[config.mk]
export PLATFORM = sky130hd
export DESIGN_NAME = icache_refill_ctrl_flat
export DESIGN_NICKNAME = d
export VERILOG_FILES = /design/src/rtl/icache_refill_ctrl_if.sv /design/src/rtl/icache_refill_ctrl.sv /design/src/flat_wrapper.sv
export SDC_FILE = /design/constraint.sdc
export NUM_CORES = 1
export LEC_CHECK = 0
export BUFFER_PORTS_ARGS = -buffer_cell sky130_fd_sc_hd__buf_2
export CORE_AREA = 2 2 94 96
export CTS_CLUSTER_SIZE = 12
export DETAILED_ROUTE_END_ITERATION = 10
export DIE_AREA = 0 0 96 98
export PLACE_DENSITY = 0.89
export SLEW_MARGIN = 25
export SYNTH_ARGS = -nofsm -noshare
export SYNTH_HDL_FRONTEND = slang
export SYNTH_SLANG_ARGS = --single-unit
[constraint.sdc]
create_clock -name clk -period 2.8 [get_ports clk]
set_input_delay 0.42 -clock clk [delete_from_list [all_inputs] [get_ports clk]]
set_output_delay 0.42 -clock clk [all_outputs]
set_load 0.01 [all_outputs]
[src/rtl/icache_refill_ctrl_if.sv]
// Signal bundle between the icache refill controller, the fetch/tag pipeline and the
// AXI-style read port; master is the controller side, slave is the environment side.
interface icache_refill_ctrl_if;
    logic        req_valid;
    logic [31:0] req_addr;
    logic        tag_hit;
    logic        tag_valid;
    logic        tag_work;
    logic        busy;
    logic [3:0]  tag_wen;
    logic [20:0] tag_wdata;
    logic [31:0] tag_waddr;
    logic [7:0]  data_wen;
    logic [31:0] data_wdata;
    logic        mem_arvalid;
    logic [31:0] mem_araddr;
    logic [7:0]  mem_arlen;
    logic        mem_arready;
    logic        mem_rvalid;
    logic [31:0] mem_rdata;
    logic        mem_rlast;
    logic        mem_rready;
    logic        resp_valid;
    logic [31:0] resp_data;
    logic        err;

    modport master (
        input  req_valid, req_addr, tag_hit, tag_valid, tag_work,
        input  mem_arready, mem_rvalid, mem_rdata, mem_rlast,
        output busy, tag_wen, tag_wdata, tag_waddr, data_wen, data_wdata,
        output mem_arvalid, mem_araddr, mem_arlen, mem_rready,
        output resp_valid, resp_data, err
    );

    modport slave (
        output req_valid, req_addr, tag_hit, tag_valid, tag_work,
        output mem_arready, mem_rvalid, mem_rdata, mem_rlast,
        input  busy, tag_wen, tag_wdata, tag_waddr, data_wen, data_wdata,
        input  mem_arvalid, mem_araddr, mem_arlen, mem_rready,
        input  resp_valid, resp_data, err
    );
endinterface

[src/rtl/icache_refill_ctrl.sv]
// Icache miss handler: on a lookup miss it bursts the 32-byte line in over the read
// channel, fills the data RAM word by word, writes the tag and returns the requested word.
module icache_refill_ctrl #(
    parameter int         LINE_WORDS = 8,
    parameter logic [7:0] ARLEN      = 8'd7
) (
    input  logic                        clk,
    input  logic                        rst,
    icache_refill_ctrl_if.master        bus
);
    localparam logic [2:0] LAST_BEAT = 3'(LINE_WORDS - 1);

    typedef enum logic [2:0] {S_IDLE, S_AR, S_R, S_TAGW, S_DONE} state_t;

    state_t      state, state_nxt;
    logic [31:0] line_addr, line_addr_nxt;
    logic [2:0]  off, off_nxt;
    logic [2:0]  cnt, cnt_nxt;
    logic [31:0] resp_q, resp_nxt;
    logic        unused_ok;

    assign unused_ok     = &{1'b0, bus.req_addr[1:0]};
    assign bus.mem_arlen = ARLEN;

    // NOTE: sequential state uses non-blocking assignments so every register samples
    // the pre-edge values computed by the combinational block.
    always_ff @(posedge clk) begin
        if (rst) begin
            state     <= S_IDLE;
            line_addr <= '0;
            off       <= '0;
            cnt       <= '0;
            resp_q    <= '0;
        end else begin
            state     <= state_nxt;
            line_addr <= line_addr_nxt;
            off       <= off_nxt;
            cnt       <= cnt_nxt;
            resp_q    <= resp_nxt;
        end
    end

    // NOTE: every signal written here gets a default first, so no path leaves a value
    // unassigned and no latch is inferred.
    always_comb begin
        state_nxt      = state;
        line_addr_nxt  = line_addr;
        off_nxt        = off;
        cnt_nxt        = cnt;
        resp_nxt       = resp_q;
        bus.busy        = (state != S_IDLE);
        bus.tag_waddr   = (state != S_IDLE) ? line_addr : '0;
        bus.tag_wen     = '0;
        bus.tag_wdata   = '0;
        bus.data_wen    = '0;
        bus.data_wdata  = '0;
        bus.mem_arvalid = 1'b0;
        bus.mem_araddr  = '0;
        bus.mem_rready  = 1'b0;
        bus.resp_valid  = 1'b0;
        bus.resp_data   = '0;
        bus.err         = 1'b0;

        case (state)
            S_IDLE: begin
                if (bus.req_valid && bus.tag_work && !(bus.tag_hit && bus.tag_valid)) begin
                    line_addr_nxt = {bus.req_addr[31:5], 5'b0};
                    off_nxt       = bus.req_addr[4:2];
                    state_nxt     = S_AR;
                end
            end
            S_AR: begin
                bus.mem_arvalid = 1'b1;
                bus.mem_araddr  = line_addr;
                if (bus.mem_arready) begin
                    cnt_nxt   = '0;
                    state_nxt = S_R;
                end
            end
            S_R: begin
                bus.mem_rready = 1'b1;
                if (bus.mem_rvalid) begin
                    bus.data_wen   = 8'b1 << cnt;
                    bus.data_wdata = bus.mem_rdata;
                    cnt_nxt        = cnt + 3'd1;
                    if (cnt == off)
                        resp_nxt = bus.mem_rdata;
                    // A burst must end exactly on the last word; any other shape is dropped.
                    if (bus.mem_rlast && cnt == LAST_BEAT) begin
                        state_nxt = S_TAGW;
                    end else if (bus.mem_rlast || cnt == LAST_BEAT) begin
                        bus.err   = 1'b1;
                        state_nxt = S_IDLE;
                    end
                end
            end
            S_TAGW: begin
                bus.tag_wen   = 4'hf;
                bus.tag_wdata = {1'b1, line_addr[31:12]};
                state_nxt     = S_DONE;
            end
            S_DONE: begin
                bus.resp_valid = 1'b1;
                bus.resp_data  = resp_q;
                state_nxt      = S_IDLE;
            end
            default: state_nxt = S_IDLE;
        endcase
    end
endmodule

[src/flat_wrapper.sv]
// flat-port wrapper written by rule: the top's interface ports become plain ports
module icache_refill_ctrl_flat 
#(
    parameter int         LINE_WORDS = 8,
    parameter logic [7:0] ARLEN      = 8'd7
)
  (clk, rst, bus_req_valid, bus_req_addr, bus_tag_hit, bus_tag_valid, bus_tag_work, bus_mem_arready, bus_mem_rvalid, bus_mem_rdata, bus_mem_rlast, bus_busy, bus_tag_wen, bus_tag_wdata, bus_tag_waddr, bus_data_wen, bus_data_wdata, bus_mem_arvalid, bus_mem_araddr, bus_mem_arlen, bus_mem_rready, bus_resp_valid, bus_resp_data, bus_err);
  icache_refill_ctrl_if bus_i ();
  input  logic clk;
  input  logic rst;
  input wire logic [$bits(bus_i.req_valid)-1:0] bus_req_valid;
  input wire logic [$bits(bus_i.req_addr)-1:0] bus_req_addr;
  input wire logic [$bits(bus_i.tag_hit)-1:0] bus_tag_hit;
  input wire logic [$bits(bus_i.tag_valid)-1:0] bus_tag_valid;
  input wire logic [$bits(bus_i.tag_work)-1:0] bus_tag_work;
  input wire logic [$bits(bus_i.mem_arready)-1:0] bus_mem_arready;
  input wire logic [$bits(bus_i.mem_rvalid)-1:0] bus_mem_rvalid;
  input wire logic [$bits(bus_i.mem_rdata)-1:0] bus_mem_rdata;
  input wire logic [$bits(bus_i.mem_rlast)-1:0] bus_mem_rlast;
  output wire logic [$bits(bus_i.busy)-1:0] bus_busy;
  output wire logic [$bits(bus_i.tag_wen)-1:0] bus_tag_wen;
  output wire logic [$bits(bus_i.tag_wdata)-1:0] bus_tag_wdata;
  output wire logic [$bits(bus_i.tag_waddr)-1:0] bus_tag_waddr;
  output wire logic [$bits(bus_i.data_wen)-1:0] bus_data_wen;
  output wire logic [$bits(bus_i.data_wdata)-1:0] bus_data_wdata;
  output wire logic [$bits(bus_i.mem_arvalid)-1:0] bus_mem_arvalid;
  output wire logic [$bits(bus_i.mem_araddr)-1:0] bus_mem_araddr;
  output wire logic [$bits(bus_i.mem_arlen)-1:0] bus_mem_arlen;
  output wire logic [$bits(bus_i.mem_rready)-1:0] bus_mem_rready;
  output wire logic [$bits(bus_i.resp_valid)-1:0] bus_resp_valid;
  output wire logic [$bits(bus_i.resp_data)-1:0] bus_resp_data;
  output wire logic [$bits(bus_i.err)-1:0] bus_err;
  assign bus_i.req_valid = bus_req_valid;
  assign bus_i.req_addr = bus_req_addr;
  assign bus_i.tag_hit = bus_tag_hit;
  assign bus_i.tag_valid = bus_tag_valid;
  assign bus_i.tag_work = bus_tag_work;
  assign bus_i.mem_arready = bus_mem_arready;
  assign bus_i.mem_rvalid = bus_mem_rvalid;
  assign bus_i.mem_rdata = bus_mem_rdata;
  assign bus_i.mem_rlast = bus_mem_rlast;
  assign bus_busy = bus_i.busy;
  assign bus_tag_wen = bus_i.tag_wen;
  assign bus_tag_wdata = bus_i.tag_wdata;
  assign bus_tag_waddr = bus_i.tag_waddr;
  assign bus_data_wen = bus_i.data_wen;
  assign bus_data_wdata = bus_i.data_wdata;
  assign bus_mem_arvalid = bus_i.mem_arvalid;
  assign bus_mem_araddr = bus_i.mem_araddr;
  assign bus_mem_arlen = bus_i.mem_arlen;
  assign bus_mem_rready = bus_i.mem_rready;
  assign bus_resp_valid = bus_i.resp_valid;
  assign bus_resp_data = bus_i.resp_data;
  assign bus_err = bus_i.err;
  icache_refill_ctrl #(.LINE_WORDS(LINE_WORDS), .ARLEN(ARLEN)) u_core (.clk(clk), .rst(rst), .bus(bus_i));
endmodule
==> flow_summary.json <==
{
  "gr-total-overflow": 0,
  "die_width_um": 96,
  "ys_top_cells_by_area": "dfxtp_1 (36%), and2_1 (23%), nand2_1 (13%)",
  "cts_buffers": 9,
  "reg2reg_setup_slack_ns": 0.80,
  "p_comb_share_pct": 27.2,
  "vdd_drop_max_v": 0.000427,
  "num_vias": 3881,
  "setup_violations": 0,
  "slew_violations": 0,
  "post-route-min-period_ns": 2.35,
  "drt_wl_total_um": 10200,
  "p_leak_nw": 2.69,
  "cap_violations": 0,
  "status": "finished, final reports clean",
  "tightest_slew_ns": 0.740,
  "drt_iter0_markers": 97,
  "slew_headroom_pct": 50.6,
  "rsz0062_at_grt": "false",
  "sw_frac_of_total_pct": 32.6,
  "io_buffers": 226,
  "drive_gt1_share_pct": 35.3,
  "cp.required_ns": 2.38,
  "ys_types": 33,
  "dieArea_mm2": 0.00941,
  "r2r-end": "u_core.resp_q[24]",
  "whs_path_depth": 3,
  "sequentialPowerShare_pct": 39.7,
  "power_mw": 2.98,
  "yosysSeqAreaShare_pct": 35.8,
  "grt_pass1_vias": 3410,
  "postCtsSetupBuffers": 0,
  "nFillCells": 790,
  "layout_common_cells": "buf_2 (226), and2_1 (140), nand2_1 (128)",
  "clockBufferDepth": 2,
  "whs_ns": 0.327,
  "drc": 0,
  "finalHoldViolCount": 0,
  "num_antenna_cells": 0,
  "ios": 247,
  "crit_type": "reg2out",
  "multiInputGateArea_mm2": 0.00212,
  "antenna_found_initial": 0,
  "clock_latency_ns": 0.33,
  "grt_max_degree": 46,
  "min-delay-start": "bus_req_addr[7]",
  "period_share_pct": 84.0,
  "grt_pass1_wl_um": 15900,
  "syn2layout_area_growth_pct": 34.3,
  "skew_ns": 0.00531,
  "power_density_mw_per_mm2": 583,
  "ys_warn_count": 0,
  "cts-root-buf": "clkbuf_8",
  "setup_tns_ns": 0,
  "synthCells": 516,
  "rows": 34,
  "path_max_fanout": 26,
  "final_common_cell": "buf_2",
  "die_y_um": 98,
  "htreeDepth": 3,
  "grt_usage_pct": 21.1,
  "r2r_cells": 6,
  "synth_top_area_share_pct": 35.8,
  "critPathLaunchType": "flip-flop",
  "worstHoldPathType": "in2reg",
  "nets": 798,
  "placed_area_mm2": 0.00486,
  "p_switching_mw": 0.972,
  "regArea_mm2": 0.00136,
  "clk_pin_slew_ns": 0.07,
  "ctsHoldBuffers": 0,
  "syn-cell-area_mm2": 0.00380,
  "fmax_mhz": 425,
  "core_area_mm2": 0.00847,
  "hpwl_um": 7560,
  "final_cell_area_mm2": 0.00511,
  "synth_top_area_cell": "dfxtp_1",
  "yosys_register_bits": 68,
  "drt_pass1_iterations": 4,
  "hold_end": "u_core.line_addr[7]",
  "cts.sinks": 68,
  "syn_area_per_cell_um2": 7.37,
  "cp.arrival_ns": 1.93,
  "start_util_pct": 44.9,
  "clockPowerShare_pct": 33.1,
  "cp-end-kind": "primary output",
  "cts_tree": "done",
  "ant_nets": 0,
  "r2r_start": "u_core.state[1]",
  "wl_per_cell_um": 12.3,
  "gp_congestion": 0.763,
  "via_per_inst": 4.68,
  "p_int_mw": 2.01,
  "cts_resized": 0
}
[cell type report]
class                   instances  area share [%]
multi-input cells             395            41.6
repair buffers                234            23.6
inverters                       9           0.662
clock inverters                 6            2.18
flip-flops and latches         68            26.7
clock buffers                  10            2.70
well taps                     108            2.65
[worst max-delay path, cell delays in order, from the launching register on]
cell and delay, ns:
dfxtp_1 0.54, and3_1 0.70, and2_1 0.22, buf_2 0.13
[cell families after synthesis]
logic type	after synthesis	share of synthesized area, %
fa+ha+maj	8	2.63
buf+inv	69	10.2
xor+xnor	3	0.691
other cells	2	0.198
flops	68	35.8
mux	2	0.527
compound gates	71	9.97
simple gates	293	40.0
[cell usage after synthesis]
| cell | count |
|---|---|
| and2_1 | 140 |
| nand2_1 | 128 |
| dfxtp_1 | 68 |
| a21oi_1 | 63 |
| clkbuf_1 | 25 |
| buf_4 | 24 |
| ha_1 | 8 |
| inv_1 | 8 |
| and3_1 | 7 |
| buf_2 | 7 |
| nor2_1 | 5 |
| buf_6 | 4 |
| nor2b_1 | 3 |
| xnor2_1 | 3 |
| and4_1 | 2 |
| conb_1 | 2 |
| mux2i_1 | 2 |
| nand4_1 | 2 |
| a211oi_1 | 1 |
| a221o_1 | 1 |
| a221oi_1 | 1 |
| a222oi_1 | 1 |
| a22oi_1 | 1 |
| a2bb2oi_1 | 1 |
| and4bb_1 | 1 |
| inv_2 | 1 |
| nand3_1 | 1 |
| nor3_1 | 1 |
| nor3_2 | 1 |
| nor3b_1 | 1 |
| nor3b_2 | 1 |
| o21ai_0 | 1 |
| o22ai_1 | 1 |
[how the worst max path moves through the flow]
stage	from	to	cells after the start
after CTS	u_core.state[1]	bus_tag_wdata[2]	3
after floorplan	u_core.state[1]	bus_mem_araddr[12]	5
final	u_core.state[1]	bus_tag_wdata[5]	3
after global placement	u_core.state[1]	bus_tag_wdata[4]	3
after global routing	u_core.state[1]	bus_tag_wdata[2]	3
after detailed placement	u_core.state[1]	bus_tag_wdata[2]	3
[metal layers]
layer,routed length [um],global-route usage [%]
met1,4150,24.5
met2,5050,37.3
met3,941,6.94
met4,57,4.62
met5,0,0
[through the flow]
stage | utilization [%] | cells | setup WS [ns]
after global routing | 60.3 | 830 | 0.281
final | 60.3 | 830 | 0.448
after floorplan | - | 532 | 1.06
after detailed placement | 57.4 | 814 | 0.779
after global placement | 57.4 | 814 | 0.828
after CTS | 60.3 | 830 | 0.407
[power groups by stage]
| stage | clock [mW] | sequential (mW) | combinational (mW) |
|---|---|---|---|
| CTS | 1.01 | 1.18 | 0.818 |
| detailed placement | 0 | 1.20 | 0.815 |
| floorplan | 0 | 1.15 | 0.624 |
| finish | 0.985 | 1.18 | 0.811 |
| global route | 1.06 | 1.20 | 0.910 |
| global placement | 0 | 1.20 | 0.796 |
[flip-flops by register name, indices dropped and copies added, names as in the netlist]
name / cells
u_core.state: 3
u_core.off: 3
u_core.cnt: 3
u_core.resp_q: 32
u_core.line_addr: 27
Power figures use the tool's default switching activity.
